File: src/rtl/alu_cmd_master_pkg.sv
// Shared types and widths for the ALU command master and its result mux.
package alu_cmd_pkg;
   localparam int OP_W   = 16;
   localparam int RES_W  = 32;
   localparam int FUNC_W = 4;
   localparam int CMP_W  = 3;

   typedef enum logic [1:0] {IDLE, ISSUE, WAIT, RESP} state_t;
   typedef enum logic [1:0] {ARITH = 2'b00, LOGIC = 2'b01, CMP = 2'b10, SHIFT = 2'b11} class_t;

   function automatic class_t func_class(input logic [FUNC_W-1:0] f);
      return class_t'(f[3:2]);
   endfunction
endpackage

File: src/rtl/alu_cmd_master_if.sv
// Request, ALU operand/result and response signals of the command master.
interface alu_cmd_master_if;
   import alu_cmd_pkg::*;

   logic              req_valid;
   logic              req_ready;
   logic [OP_W-1:0]   req_a;
   logic [OP_W-1:0]   req_b;
   logic [FUNC_W-1:0] req_func;
   logic [OP_W-1:0]   A;
   logic [OP_W-1:0]   B;
   logic [FUNC_W-1:0] ALU_FUNC;
   logic [RES_W-1:0]  Arith_OUT;
   logic [OP_W-1:0]   Logic_OUT;
   logic [OP_W-1:0]   Shift_OUT;
   logic [CMP_W-1:0]  CMP_OUT;
   logic              Carry_OUT;
   logic              Arith_Flag;
   logic              Logic_Flag;
   logic              Shift_Flag;
   logic              CMP_Flag;
   logic              rsp_valid;
   logic              rsp_ready;
   logic [RES_W-1:0]  rsp_data;
   logic              rsp_carry;
   logic [1:0]        rsp_class;
   logic              rsp_err;

   modport master (
      input  req_valid, req_a, req_b, req_func,
      output req_ready, A, B, ALU_FUNC,
      input  Arith_OUT, Logic_OUT, Shift_OUT, CMP_OUT, Carry_OUT,
      input  Arith_Flag, Logic_Flag, Shift_Flag, CMP_Flag,
      output rsp_valid, rsp_data, rsp_carry, rsp_class, rsp_err,
      input  rsp_ready
   );

   modport slave (
      output req_valid, req_a, req_b, req_func,
      input  req_ready, A, B, ALU_FUNC,
      output Arith_OUT, Logic_OUT, Shift_OUT, CMP_OUT, Carry_OUT,
      output Arith_Flag, Logic_Flag, Shift_Flag, CMP_Flag,
      input  rsp_valid, rsp_data, rsp_carry, rsp_class, rsp_err,
      output rsp_ready
   );
endinterface

File: src/rtl/alu_cmd_master_result_mux.sv
// Selects and zero-extends the result for the command's class and decodes
// whether the matching flag or some other class flag is raised.
module alu_result_mux
   import alu_cmd_pkg::*;
(
   input  class_t             i_cls,
   input  logic [RES_W-1:0]   i_arith,
   input  logic [OP_W-1:0]    i_logic,
   input  logic [OP_W-1:0]    i_shift,
   input  logic [CMP_W-1:0]   i_cmp,
   input  logic               i_carry,
   input  logic               i_arith_flag,
   input  logic               i_logic_flag,
   input  logic               i_shift_flag,
   input  logic               i_cmp_flag,
   output logic [RES_W-1:0]   o_data,
   output logic               o_carry,
   output logic               o_exp_flag,
   output logic               o_wrong_flag
);
   always_comb begin
      o_data     = '0;
      o_carry    = 1'b0;
      o_exp_flag = 1'b0;
      unique case (i_cls)
         ARITH: begin
            o_data     = i_arith;
            o_carry    = i_carry;
            o_exp_flag = i_arith_flag;
         end
         LOGIC: begin
            o_data     = {{(RES_W-OP_W){1'b0}}, i_logic};
            o_exp_flag = i_logic_flag;
         end
         CMP: begin
            o_data     = {{(RES_W-CMP_W){1'b0}}, i_cmp};
            o_exp_flag = i_cmp_flag;
         end
         SHIFT: begin
            o_data     = {{(RES_W-OP_W){1'b0}}, i_shift};
            o_exp_flag = i_shift_flag;
         end
      endcase
   end

   // Only meaningful when the expected flag is low; expected always wins.
   assign o_wrong_flag = (i_arith_flag | i_logic_flag | i_shift_flag | i_cmp_flag) & ~o_exp_flag;
endmodule

File: src/rtl/alu_cmd_master.sv
// Single-outstanding ALU command initiator: issue operands, wait for the
// class flag (or time out), return a normalised result on a valid/ready channel.
module alu_cmd_master
   import alu_cmd_pkg::*;
#(
   parameter int TIMEOUT = 8,
   parameter int CNT_W   = 4
)(
   input logic               CLK,
   input logic               RST,
   alu_cmd_master_if.master  bus
);
   state_t             r_state, w_nstate;
   logic [CNT_W-1:0]   r_cnt, w_cnt_nxt;
   logic [OP_W-1:0]    r_a, r_b;
   logic [FUNC_W-1:0]  r_func;
   logic               r_req_ready;
   logic               r_rsp_valid;
   logic [RES_W-1:0]   r_rsp_data;
   logic               r_rsp_carry;
   logic [1:0]         r_rsp_class;
   logic               r_rsp_err;

   class_t             w_cls;
   logic [RES_W-1:0]   w_data;
   logic               w_carry, w_exp, w_wrong;
   logic               w_accept, w_rsp_hs, w_capture;

   assign w_cls     = func_class(r_func);
   assign w_accept  = bus.req_valid & r_req_ready;
   assign w_rsp_hs  = r_rsp_valid & bus.rsp_ready;
   assign w_capture = (r_state == WAIT) & (w_nstate == RESP);

   alu_result_mux u_mux (
      .i_cls        (w_cls),
      .i_arith      (bus.Arith_OUT),
      .i_logic      (bus.Logic_OUT),
      .i_shift      (bus.Shift_OUT),
      .i_cmp        (bus.CMP_OUT),
      .i_carry      (bus.Carry_OUT),
      .i_arith_flag (bus.Arith_Flag),
      .i_logic_flag (bus.Logic_Flag),
      .i_shift_flag (bus.Shift_Flag),
      .i_cmp_flag   (bus.CMP_Flag),
      .o_data       (w_data),
      .o_carry      (w_carry),
      .o_exp_flag   (w_exp),
      .o_wrong_flag (w_wrong)
   );

   always_comb begin
      w_nstate  = r_state;
      w_cnt_nxt = r_cnt;
      case (r_state)
         IDLE:  if (w_accept) w_nstate = ISSUE;
         ISSUE: begin
            // ALU is still registering the new operands; flags are stale here.
            w_cnt_nxt = '0;
            w_nstate  = WAIT;
         end
         WAIT: begin
            if (w_exp || w_wrong)                     w_nstate  = RESP;
            else if (r_cnt == CNT_W'(TIMEOUT - 1))    w_nstate  = RESP;
            else if (r_cnt != {CNT_W{1'b1}})          w_cnt_nxt = r_cnt + 1'b1;
         end
         RESP:  if (w_rsp_hs) w_nstate = IDLE;
         default: w_nstate = IDLE;
      endcase
   end

   always_ff @(posedge CLK or negedge RST) begin
      if (!RST) begin
         r_state     <= IDLE;
         r_cnt       <= '0;
         r_a         <= '0;
         r_b         <= '0;
         r_func      <= '0;
         r_req_ready <= 1'b0;
         r_rsp_valid <= 1'b0;
         r_rsp_data  <= '0;
         r_rsp_carry <= 1'b0;
         r_rsp_class <= '0;
         r_rsp_err   <= 1'b0;
      end else begin
         r_state     <= w_nstate;
         r_cnt       <= w_cnt_nxt;
         r_req_ready <= (w_nstate == IDLE);
         r_rsp_valid <= (w_nstate == RESP);
         if (w_accept) begin
            r_a    <= bus.req_a;
            r_b    <= bus.req_b;
            r_func <= bus.req_func;
         end
         if (w_capture) begin
            r_rsp_data  <= w_exp ? w_data  : '0;
            r_rsp_carry <= w_exp ? w_carry : 1'b0;
            r_rsp_class <= w_cls;
            r_rsp_err   <= ~w_exp;
         end
      end
   end

   assign bus.req_ready = r_req_ready;
   assign bus.A         = r_a;
   assign bus.B         = r_b;
   assign bus.ALU_FUNC  = r_func;
   assign bus.rsp_valid = r_rsp_valid;
   assign bus.rsp_data  = r_rsp_data;
   assign bus.rsp_carry = r_rsp_carry;
   assign bus.rsp_class = r_rsp_class;
   assign bus.rsp_err   = r_rsp_err;
endmodule

File: src/flat_wrapper.sv
// flat-port wrapper written by rule: the top's interface ports become plain ports
module alu_cmd_master_flat import alu_cmd_pkg::*;
#(
   parameter int TIMEOUT = 8,
   parameter int CNT_W   = 4
)
  (CLK, RST, bus_req_valid, bus_req_a, bus_req_b, bus_req_func, bus_req_ready, bus_A, bus_B, bus_ALU_FUNC, bus_Arith_OUT, bus_Logic_OUT, bus_Shift_OUT, bus_CMP_OUT, bus_Carry_OUT, bus_Arith_Flag, bus_Logic_Flag, bus_Shift_Flag, bus_CMP_Flag, bus_rsp_valid, bus_rsp_data, bus_rsp_carry, bus_rsp_class, bus_rsp_err, bus_rsp_ready);
  alu_cmd_master_if bus_i ();
  input logic CLK;
  input logic RST;
  input wire logic [$bits(bus_i.req_valid)-1:0] bus_req_valid;
  input wire logic [$bits(bus_i.req_a)-1:0] bus_req_a;
  input wire logic [$bits(bus_i.req_b)-1:0] bus_req_b;
  input wire logic [$bits(bus_i.req_func)-1:0] bus_req_func;
  output wire logic [$bits(bus_i.req_ready)-1:0] bus_req_ready;
  output wire logic [$bits(bus_i.A)-1:0] bus_A;
  output wire logic [$bits(bus_i.B)-1:0] bus_B;
  output wire logic [$bits(bus_i.ALU_FUNC)-1:0] bus_ALU_FUNC;
  input wire logic [$bits(bus_i.Arith_OUT)-1:0] bus_Arith_OUT;
  input wire logic [$bits(bus_i.Logic_OUT)-1:0] bus_Logic_OUT;
  input wire logic [$bits(bus_i.Shift_OUT)-1:0] bus_Shift_OUT;
  input wire logic [$bits(bus_i.CMP_OUT)-1:0] bus_CMP_OUT;
  input wire logic [$bits(bus_i.Carry_OUT)-1:0] bus_Carry_OUT;
  input wire logic [$bits(bus_i.Arith_Flag)-1:0] bus_Arith_Flag;
  input wire logic [$bits(bus_i.Logic_Flag)-1:0] bus_Logic_Flag;
  input wire logic [$bits(bus_i.Shift_Flag)-1:0] bus_Shift_Flag;
  input wire logic [$bits(bus_i.CMP_Flag)-1:0] bus_CMP_Flag;
  output wire logic [$bits(bus_i.rsp_valid)-1:0] bus_rsp_valid;
  output wire logic [$bits(bus_i.rsp_data)-1:0] bus_rsp_data;
  output wire logic [$bits(bus_i.rsp_carry)-1:0] bus_rsp_carry;
  output wire logic [$bits(bus_i.rsp_class)-1:0] bus_rsp_class;
  output wire logic [$bits(bus_i.rsp_err)-1:0] bus_rsp_err;
  input wire logic [$bits(bus_i.rsp_ready)-1:0] bus_rsp_ready;
  assign bus_i.req_valid = bus_req_valid;
  assign bus_i.req_a = bus_req_a;
  assign bus_i.req_b = bus_req_b;
  assign bus_i.req_func = bus_req_func;
  assign bus_req_ready = bus_i.req_ready;
  assign bus_A = bus_i.A;
  assign bus_B = bus_i.B;
  assign bus_ALU_FUNC = bus_i.ALU_FUNC;
  assign bus_i.Arith_OUT = bus_Arith_OUT;
  assign bus_i.Logic_OUT = bus_Logic_OUT;
  assign bus_i.Shift_OUT = bus_Shift_OUT;
  assign bus_i.CMP_OUT = bus_CMP_OUT;
  assign bus_i.Carry_OUT = bus_Carry_OUT;
  assign bus_i.Arith_Flag = bus_Arith_Flag;
  assign bus_i.Logic_Flag = bus_Logic_Flag;
  assign bus_i.Shift_Flag = bus_Shift_Flag;
  assign bus_i.CMP_Flag = bus_CMP_Flag;
  assign bus_rsp_valid = bus_i.rsp_valid;
  assign bus_rsp_data = bus_i.rsp_data;
  assign bus_rsp_carry = bus_i.rsp_carry;
  assign bus_rsp_class = bus_i.rsp_class;
  assign bus_rsp_err = bus_i.rsp_err;
  assign bus_i.rsp_ready = bus_rsp_ready;
  alu_cmd_master #(.TIMEOUT(TIMEOUT), .CNT_W(CNT_W)) u_core (.CLK(CLK), .RST(RST), .bus(bus_i));
endmodule
File: config.mk
export PLATFORM = sky130hd
export DESIGN_NAME = alu_cmd_master_flat
export DESIGN_NICKNAME = d
export VERILOG_FILES = /design/src/rtl/alu_cmd_master_pkg.sv /design/src/rtl/alu_cmd_master_if.sv /design/src/rtl/alu_cmd_master_result_mux.sv /design/src/rtl/alu_cmd_master.sv /design/src/flat_wrapper.sv
export SDC_FILE = /design/constraint.sdc
export NUM_CORES = 1
export LEC_CHECK = 0
export BUFFER_PORTS_ARGS = -buffer_cell sky130_fd_sc_hd__buf_2
export CAP_MARGIN = 20
export CELL_PAD_IN_SITES_DETAIL_PLACEMENT = 1
export CELL_PAD_IN_SITES_GLOBAL_PLACEMENT = 1
export CORE_MARGIN = 2
export CORE_UTILIZATION = 37
export CTS_CLUSTER_DIAMETER = 50
export DETAILED_ROUTE_END_ITERATION = 10
export GPL_ROUTABILITY_DRIVEN = 0
export PLACE_DENSITY = 0.95
export RECOVER_POWER = 50
export SKIP_LAST_GASP = 1
export SLEW_MARGIN = 0
export SYNTH_ARGS = -nofsm -noshare
export SYNTH_HDL_FRONTEND = slang
export SYNTH_SLANG_ARGS = --single-unit
File: constraint.sdc
create_clock -name CLK -period 4 [get_ports CLK]
set_input_delay 0.6 -clock CLK [delete_from_list [all_inputs] [get_ports CLK]]
set_output_delay 0.6 -clock CLK [all_outputs]
set_load 0.005 [all_outputs]
==> results of run 1 <==
## where the power goes
| part | internal (mW) | switching, mW | leakage [nW] |
|---|---|---|---|
| sequential | 1.19 | 0.271 | 1.00 |
| clock | 0.322 | 0.285 | 0.103 |
| combinational | 0.783 | 0.685 | 1.34 |
## metal layers
layer  up-vias  part of all wire, %  global-route usage (%)
li1       1345                    -                       -
met1      1504                   37                   21.00
met2       104                   56                   35.80
met3        13                  5.9                   6.441
met4         0                  1.4                   5.668
met5         -                    0                       0
## Yosys cell counts (2+ instances only)
cell / number / area [µm²]
mux4_2: 3 / 67.56
and3_1: 2 / 12.51
a21oi_1: 2 / 10.01
inv_1: 21 / 78.83
mux2i_1: 30 / 300.3
a31o_2: 2 / 17.52
o2bb2ai_1: 13 / 113.9
mux2_2: 38 / 427.9
a22o_1: 13 / 113.9
clkbuf_1: 9 / 33.78
buf_2: 2 / 10.01
o22ai_1: 2 / 12.51
nand3_1: 2 / 10.01
dfrtp_1: 80 / 2002
and2_1: 3 / 18.77
nor2b_1: 3 / 18.77
a22o_2: 6 / 60.06
buf_6: 4 / 45.04
nand2_1: 20 / 75.07
## cell type report
cell class              instances  area, µm²
clock buffers                  13      158.9
clock inverters                 3      40.04
fillers                      1143       4838
inverters                      21      78.83
multi-input cells             154       1415
flip-flops and latches         80       2002
well taps                     133      166.4
repair buffers                190      939.7
## logic make-up after synthesis
| family | after synthesis |
|---|---|
| simple gates | 36 |
| compound gates | 45 |
| flops | 80 |
| fa+ha+maj | 1 |
| mux | 72 |
| buf+inv | 38 |
## per-stage QoR
step	power (mW)	area, µm²	hold WS, ps	setup WS, ps
after floorplan	2.352	3611	304.4	1991
after global placement	2.868	4627	480.8	1568
after detailed placement	2.991	4627	487.5	1499
after CTS	3.611	4826	459.1	1879
after global routing	3.783	4801	457.2	1562
final	3.535	4801	482.1	1715
## worst max-delay path, cell delays in order
cell and delay [ps]:
clkbuf_1 120, or4_1 700, o21ai_4 420, buf_4 320, mux2_2 360
## registers in the layout, indices dropped and copies added (netlist names)
signal,cells
u_core.bus.A,16
u_core.bus.ALU_FUNC,4
u_core.bus.B,16
u_core.bus.req_ready,1
u_core.bus.rsp_carry,1
u_core.bus.rsp_class,2
u_core.bus.rsp_data,32
u_core.bus.rsp_err,1
u_core.bus.rsp_valid,1
u_core.r_cnt,4
u_core.r_state,2
## worst max path at each step
stage	end	slack (ps)	depth (start not counted)
4_1_cts	u_core.bus.rsp_class[0]$_DFFE_PN0P_	1880	5
6_report	u_core.bus.rsp_class[0]$_DFFE_PN0P_	1720	5
3_3_place_gp	u_core.bus.rsp_class[0]$_DFFE_PN0P_	1570	5
3_5_place_dp	u_core.bus.rsp_class[0]$_DFFE_PN0P_	1500	5
2_1_floorplan	u_core.bus.rsp_data[6]$_DFFE_PN0P_	1990	6
5_1_grt	u_core.bus.B[1]$_DFFE_PN0P_	1560	1
==> run summary, run 1 <==
Status - finished, violations left
Failing checks - max-capacitance violations, max-slew violations
Slew Limit Headroom - -39.76%
Post-synthesis compound-gate area fraction - 11.02%
Antenna Violating Nets Remaining - 0
PostCTS Resize Cnt - 0
Area share of xor/xnor cells in the synthesized design - 0%
Synth warn - 0
Adder-cell share of the synthesized area - 0.3465%
Required time of the critical path - 4230 ps
Dpl cells - 577
Commonest non-fill, non-tap cells in the layout - 156 x buf_2, 80 x dfrtp_1, 38 x mux2_2
Library cells used by synthesis - 36
Syn Area/Cell - 13.28 µm²
CP Data Arrival Time - 2520 ps
Worst hold path class - in2reg
Initial core utilization - 37.46%
Clock buffer count from CTS - 9
Sink Count - 80
Via count - 2,966
Clock transition at the registers of the reported paths - 80 ps
Largest family of logic cells by synthesized area - multiplexers
Post-Syn Area - 3611 µm²
CTS tree - yes
Final period utilization - 57.12%
Leak pwr - 2.443 nW
Simple-Gate Fraction of Synth Area - 5.163%
Most common cell after layout, fill and taps aside - buf_2
F_max - 437.7 MHz
Final Max Slew Viols - 76
Worst R2R Path Depth - 2
RSZ-0062 raised after global routing - false
CP max FO - 13
Post-synthesis mux area share - 22.77%
Worst-margin pin slew - 2096 ps
Die Ht - 102.8 µm
Share of post-route cells with drive strength above 1 - 49.02%
IO Count - 186
Maxcap violations - 2
Antenna cells - 0
Drt total wl - 10.29 mm
PortBufs - 185
Postcts setup bufs - 0
Layout area overhead - 32.95%
First-pass GRT wire length - 15.60 mm
Pre-antenna DRT Iters - 4
Dpl hpwl - 7.800 mm
Die area - 10,570 µm²
Minimum clock period - 2285 ps
RR Startpoint - u_core.bus.req_ready$_DFF_PN0_
Final Non-Filler Cells - 594
Synth Instances - 272
Setup Viol. Count Final - 0
Fin nets - 569
Reg2reg end - u_core.bus.B[2]$_DFFE_PN0P_
Hold Path Origin - bus_req_a[6]
PwrDens - 736.2 nW/µm²
Register bit total from synthesis - 80
Gr ovfl total - 0
Iter 0 DRT Violations - 64
Syn_nets - 385
Initial antenna violation count - 0
WS Path Type - in2reg
CTS root buf - clkbuf_8
Largest net degree at the start of global routing - 81
Worst-Skew Late Latency - 340 ps
H-tree depth - 3
Crit end category - register
Post-CTS Hold Buffers - 0
DRC - 0
Die width - 102.8 µm
Clk buf depth - 2
Reg2Reg Setup Slack - 1820 ps
Synth Flop Type - dfrtp_1
Max VDD drop - 332.6 µV
CP Launch Point - bus_Shift_Flag
Vias/cell - 4.993
Final hold vios - 0
Hold Path End - u_core.bus.A[6]$_DFFE_PN0P_
Sequential fraction of the synthesis area - 55.44%
Gr usage total - 19.34%
Fin util - 49.81%
Final setup TNS - 0 ps
Core ar. - 9639 µm²
EDFF count, synth - 0
Cell depth of the worst hold path - 2
Asr flop ratio synth - 100.0%
Clk_skew - 9.183 ps
DR WL/cell - 17.32 µm
Startpoint class of the critical path - input pin
Vias in the first global route - 3,205
# rows - 36
Power figures use the tool's default switching activity.
==> run 2: changes to the inputs <==
- ABC_AREA: not set -> 1
- CORE_UTILIZATION: 37 -> 33
- PLACE_DENSITY: 0.95 -> 0.91
- clock period: 4 -> 2.2 ns (I/O delays scaled with it)
==> run 2 against run 1 <==
  * The flow now finishes without violations
  * Power grew 67%
  * Clock-buffer cell count shrank 3
  * Final cell count grew 19%
  * Area after synthesis grew 1.7%
  * Sequential cell count is the same
==> run summary, run 2 <==
Synth Flop Type - dfrtp_1
Synth top area cells - dfrtp_1 55%, nand2_1 14%, mux2_2 10%, nand3_1 7.5%, buf_6 3.1%
Post-CTS Hold Buffers - 0
Max VDD drop - 437.7 µV
Gr usage total - 17.91%
Leading area contributor after synthesis - dfrtp_1
Core ar. - 10,840 µm²
CP max FO - 34
RSZ-0062 raised after global routing - false
Final period utilization - 81.86%
Die Ht - 109.5 µm
Register bit total from synthesis - 80
Sink Count - 80
Library cells used by synthesis - 23
Iter 0 DRT Violations - 96
Gr ovfl total - 0
Fin area - 4822 µm²
# rows - 38
Antenna cells - 0
Clk_skew - 9.644 ps
Post-place instance area - 4676 µm²
Met3 GRT Util - 4.031%
Clock transition at the registers of the reported paths - 80 ps
Final setup TNS - 0 ps
WS Path Type - reg2reg
Dpl cells - 689
Synth cell count leaders - 135 x nand2_1, 80 x dfrtp_1, 55 x nand3_1
Fin nets - 673
Initial antenna violation count - 0
PostCTS Resize Cnt - 0
IO Count - 186
Required time of the critical path - 2430 ps
Dpl hpwl - 8.223 mm
Status - finished, final reports clean
Leak pwr - 2.650 nW
Largest net degree at the start of global routing - 46
Syn_nets - 489
H-tree depth - 3
Clk buf depth - 2
PwrDens - 1222 nW/µm²
Postcts setup bufs - 0
Startpoint class of the critical path - register
Count leader, synth - nand2_1
DR WL/cell - 15.22 µm
First-pass GRT wire length - 16.85 mm
Slew Limit Headroom - 21.47%
Crit end category - register
Commonest non-fill, non-tap cells in the layout - 170 x buf_2, 135 x nand2_1, 80 x dfrtp_1
Worst-Skew Late Latency - 340 ps
CTS root buf - clkbuf_8
Antenna Violating Nets Remaining - 0
Setup Viol. Count Final - 0
Final Non-Filler Cells - 705
Die area - 11,990 µm²
Worst hold path class - in2async
Initial core utilization - 33.88%
Final Max Slew Viols - 0
Via count - 3,346
Syn Area/Cell - 9.767 µm²
Met1 Usage GRT - 19.62%
Worst-margin pin slew - 1178 ps
Max FFs per register - 32
Share of post-route cells with drive strength above 1 - 43.89%
CP Data Arrival Time - 2040 ps
Synth Instances - 376
Final hold vios - 0
F_max - 555.3 MHz
CTS tree - yes
Die width - 109.5 µm
Pre-antenna DRT Iters - 4
Sequential fraction of the synthesis area - 54.51%
Vias in the first global route - 3,690
Fin util - 44.48%
Synth warn - 0
Post-Syn Area - 3672 µm²
Most common cell after layout, fill and taps aside - buf_2
DRC - 0
Layout area overhead - 31.31%
Fill cell count - 1,307
Clock buffer count from CTS - 9
Drt total wl - 10.73 mm
GRT met2 Usage - 33.99%
EDFF count, synth - 0
PortBufs - 185
Share of the synthesized area in the top cell type - 54.51%
Minimum clock period - 1801 ps
Vias/cell - 4.746
GRT busiest layer - met2
Maxcap violations - 0
Asr flop ratio synth - 100.0%
run 2: final cells by class:
| type | instances | area, µm² | share of cell area [%] |
|---|---|---|---|
| clock buffers | 10 | 127.6 | 2.647 |
| clock inverters | 6 | 60.06 | 1.245 |
| inverters | 11 | 46.29 | 0.9600 |
| multi-input cells | 267 | 1466 | 30.41 |
| flip-flops and latches | 80 | 2002 | 41.52 |
| well taps | 140 | 175.2 | 3.633 |
| repair buffers | 191 | 944.7 | 19.59 |
run 2: worst max-delay path: stages (launching register included):
cell and delay [ps]:
dfrtp_1 440, ha_1 220, nand2_2 90, nor2_2 130
nand2_2 70, nand2_4 80, buf_4 360, nor2_1 160
nand2_1 100, nand2_1 50
run 2: cells by family (layout without fill, tap and decap cells):
family,Yosys count,count (layout),synth area share (%)
AOI/OAI and AO/OA,6,6,1.124
buffers and inverters,29,218,5.554
and+or+nand+nor,226,226,28.04
adders and majority gates,1,1,0.3407
DFF,80,80,54.51
muxes,34,34,10.43
run 2: path summary, 6_finish.rpt:
path	start	endpoint	slack, ps	cells past startpoint
max	u_core.r_cnt[0]$_DFFE_PN0P_	u_core.r_cnt[0]$_DFFE_PN0P_	400	9
min	RST	u_core.bus.A[10]$_DFFE_PN0P_	210	1
max reg2reg	u_core.r_cnt[0]$_DFFE_PN0P_	u_core.r_cnt[0]$_DFFE_PN0P_	400	9
min reg2reg	u_core.bus.rsp_data[18]$_DFFE_PN0P_	u_core.bus.rsp_data[18]$_DFFE_PN0P_	480	2
max in group asynchronous	RST	u_core.bus.B[2]$_DFFE_PN0P_	490	2
min in group CLK	bus_Arith_OUT[21]	u_core.bus.rsp_data[21]$_DFFE_PN0P_	210	3
run 2: power by group:
group | leakage, nW | internal [mW] | switching, mW
combinational | 1.54 | 1.06 | 1.38
sequential | 1.02 | 2.04 | 0.376
clock | 0.0920 | 0.519 | 0.517
total | 2.65 | 3.62 | 2.27
run 2: layer usage:
| layer | share of wire [%] | vias up | wire length, µm |
|---|---|---|---|
| li1 | - | 1593 | - |
| met1 | 39 | 1640 | 4194 |
| met2 | 54 | 101 | 5744 |
| met3 | 6.3 | 12 | 671 |
| met4 | 1.1 | 0 | 123 |
| met5 | 0 | - | 0 |
run 2: stage by stage:
stage | worst slack [ps] | power (mW) | hold slack [ps]
2_1_floorplan | 860.5 | 4.027 | 34.41
4_1_cts | 389.3 | 6.039 | 7.964
5_1_grt | 138.3 | 6.379 | 189.8
6_report | 399.1 | 5.894 | 208.7
3_3_place_gp | 547.4 | 4.793 | 371.1
3_5_place_dp | 408.1 | 4.965 | 387.9
==> run 3: changes to the inputs <==
- clock period: 2.2 -> 1.8 ns (I/O delays scaled with it)
==> run 3 against run 2 <==
  * Via count rose by 1.3%
  * Clock-buffer cell count up 2
  * First-iteration DRC count down 5.2%
  * Register-to-register slack got worse by 260 ps
  * Critical path type unchanged
  * Fmax grew 8.3%
  * Non-clock buffer count up 3
  * Power increased by 22%
  * Worst setup slack lost 260 ps
  * Global-route usage is 0.25 points lower
  * Final cell count grew 0.43%
  * Hold slack worse by 54 ps
  * Utilization is 0.28 points higher
==> run summary, run 3 (synthesis results as in run 2) <==
Pre-antenna DRT Iters - 6
WS Path Type - reg2reg
Final setup margin - 136.4 ps
Reg2reg end - u_core.bus.rsp_data[26]$_DFFE_PN0P_
PwrDens - 1480 nW/µm²
Status - finished, final reports clean
Gr ovfl total - 0
Max FFs per register - 32
Clock transition at the registers of the reported paths - 80 ps
Largest net degree at the start of global routing - 45
Fin nets - 676
First-pass GRT wire length - 16.54 mm
Worst R2R Path Depth - 8
IO Count - 186
RSZ-0062 raised after global routing - false
RR Startpoint - u_core.r_cnt[0]$_DFFE_PN0P_
Initial core utilization - 33.88%
Max VDD drop - 612.5 µV
Die area - 11,990 µm²
Gr usage total - 17.65%
Share of post-route cells with drive strength above 1 - 43.31%
H-tree depth - 3
Clk_skew - 7.221 ps
Sw Share - 38.78%
CTS root buf - clkbuf_8
Via count - 3,388
Minimum clock period - 1664 ps
Cell depth of the worst hold path - 3
CTS tree - yes
Iter 0 DRT Violations - 91
CP Launch Point - u_core.r_cnt[0]$_DFFE_PN0P_
Top cell by count, worst path - nand2_2
DR WL/cell - 14.94 µm
Postcts setup bufs - 0
# rows - 38
Initial antenna violation count - 0
Fin util - 44.76%
Pre-CTS setup slack - 136.4 ps
Final period utilization - 92.42%
Layout area overhead - 32.13%
Final setup TNS - 0 ps
P_int - 4.397 mW
CP cell instances - ha_1 -> nand2_2 -> nor2_2 -> nand2_2 -> nand2_4 -> buf_4 -> nand3_1 -> nand2_1
Final Non-Filler Cells - 708
Vias in the first global route - 3,527
Crit end category - register
Reg2Reg Setup Slack - 140 ps
Maxcap violations - 0
Required time of the critical path - 2080 ps
CP max FO - 33
Dpl cells - 691
Die Ht - 109.5 µm
Most common cell after layout, fill and taps aside - buf_2
Clock buffer count from CTS - 9
Dpl hpwl - 8.142 mm
DRC - 0
Sequential share of power - 40.9%
PortBufs - 185
Logic pwr share - 42.6%
Delay of the slowest cell on the worst path - 420 ps
Sink Count - 80
Clk buf depth - 2
Commonest non-fill, non-tap cells in the layout - 167 x buf_2, 135 x nand2_1, 80 x dfrtp_1
CP Data Arrival Time - 1940 ps
Fill cell count - 1,336
Worst hold path class - in2reg
Antenna Violating Nets Remaining - 0
Drt total wl - 10.58 mm
Startpoint class of the critical path - register
Hold Path End - u_core.bus.rsp_data[23]$_DFFE_PN0P_
Slew Limit Headroom - 35.99%
Clk pwr share - 16.4%
Leak pwr - 2.654 nW
Worst-Skew Late Latency - 340 ps
Worst-margin pin slew - 960.2 ps
Final hold vios - 0
Switching Power - 2.786 mW
Final Max Slew Viols - 0
Core ar. - 10,840 µm²
Slowest stage cell, crit path - dfrtp_1
Hold Path Origin - bus_Arith_OUT[23]
Vias/cell - 4.785
Die width - 109.5 µm
Antenna cells - 0
Setup Viol. Count Final - 0
F_max - 601.1 MHz
Final hold slack - 155.2 ps
==> run 3: cell types whose count changed in the layout (fill, tap and decap cells not counted), moves of 2 or more <==
cell      delta
buf_2        -3
buf_4        +2
clkbuf_1     +5
clkbuf_2     -2
clkinv_2     -2
clkinv_4     +2
==> run 3: timing repair <==
item / in CTS / in global routing
hold endpoints to repair: 36 / 0
hold buffers: 1 / 0
gates resized for setup: 0 / 0
setup endpoints to repair: 0 / 0
==> run 3: layout make-up <==
class	count	area (µm²)	share of cell area, %
clock buffer	12	145.1	2.991
clock inverter	4	30.03	0.6189
inverter	11	46.29	0.9541
multi-input combinational	267	1466	30.22
sequential	80	2002	41.26
tap	140	175.2	3.610
timing repair buffer	194	987.2	20.35
==> run 3: layer usage <==
layer	vias to the layer above	track usage (%)	part of all wire [%]
li1	1606	-	-
met1	1665	19.35	39
met2	109	33.29	54
met3	8	4.801	6.5
met4	0	4.702	0.95
met5	-	0	0
==> run 3: worst max path at each step <==
stage	endpoint	slack (ps)	cells past startpoint
finish	u_core.bus.rsp_data[26]$_DFFE_PN0P_	140	8
global route	u_core.bus.rsp_data[26]$_DFFE_PN0P_	5	8
CTS	u_core.bus.rsp_data[26]$_DFFE_PN0P_	130	8
detailed placement	u_core.bus.rsp_data[26]$_DFFE_PN0P_	140	8
global placement	u_core.bus.rsp_data[30]$_DFFE_PN0P_	270	8
floorplan	u_core.bus.rsp_class[1]$_DFFE_PN0P_	460	9
==> run 3: stage by stage <==
stage	instance area, µm²	power, mW
floorplan	3672	4.922
global placement	4716	5.957
detailed placement	4716	6.162
CTS	4901	7.385
global route	4852	7.793
finish	4852	7.182
==> run 3: power groups by stage <==
stage | clock [mW] | combinational (mW) | sequential [mW]
2_1_floorplan | 0 | 1.97 | 2.95
3_3_place_gp | 0 | 3.04 | 2.92
3_5_place_dp | 0 | 3.20 | 2.96
4_1_cts | 1.24 | 3.20 | 2.94
5_1_grt | 1.34 | 3.43 | 3.03
6_report | 1.18 | 3.06 | 2.94
==> run 3: worst max-delay path: cells and delay by family (launching register included) <==
family / cells / cell delay, ps
buffers and inverters: 1 / 350
DFF: 1 / 420
adders and majority gates: 1 / 200
and+or+nand+nor: 6 / 630
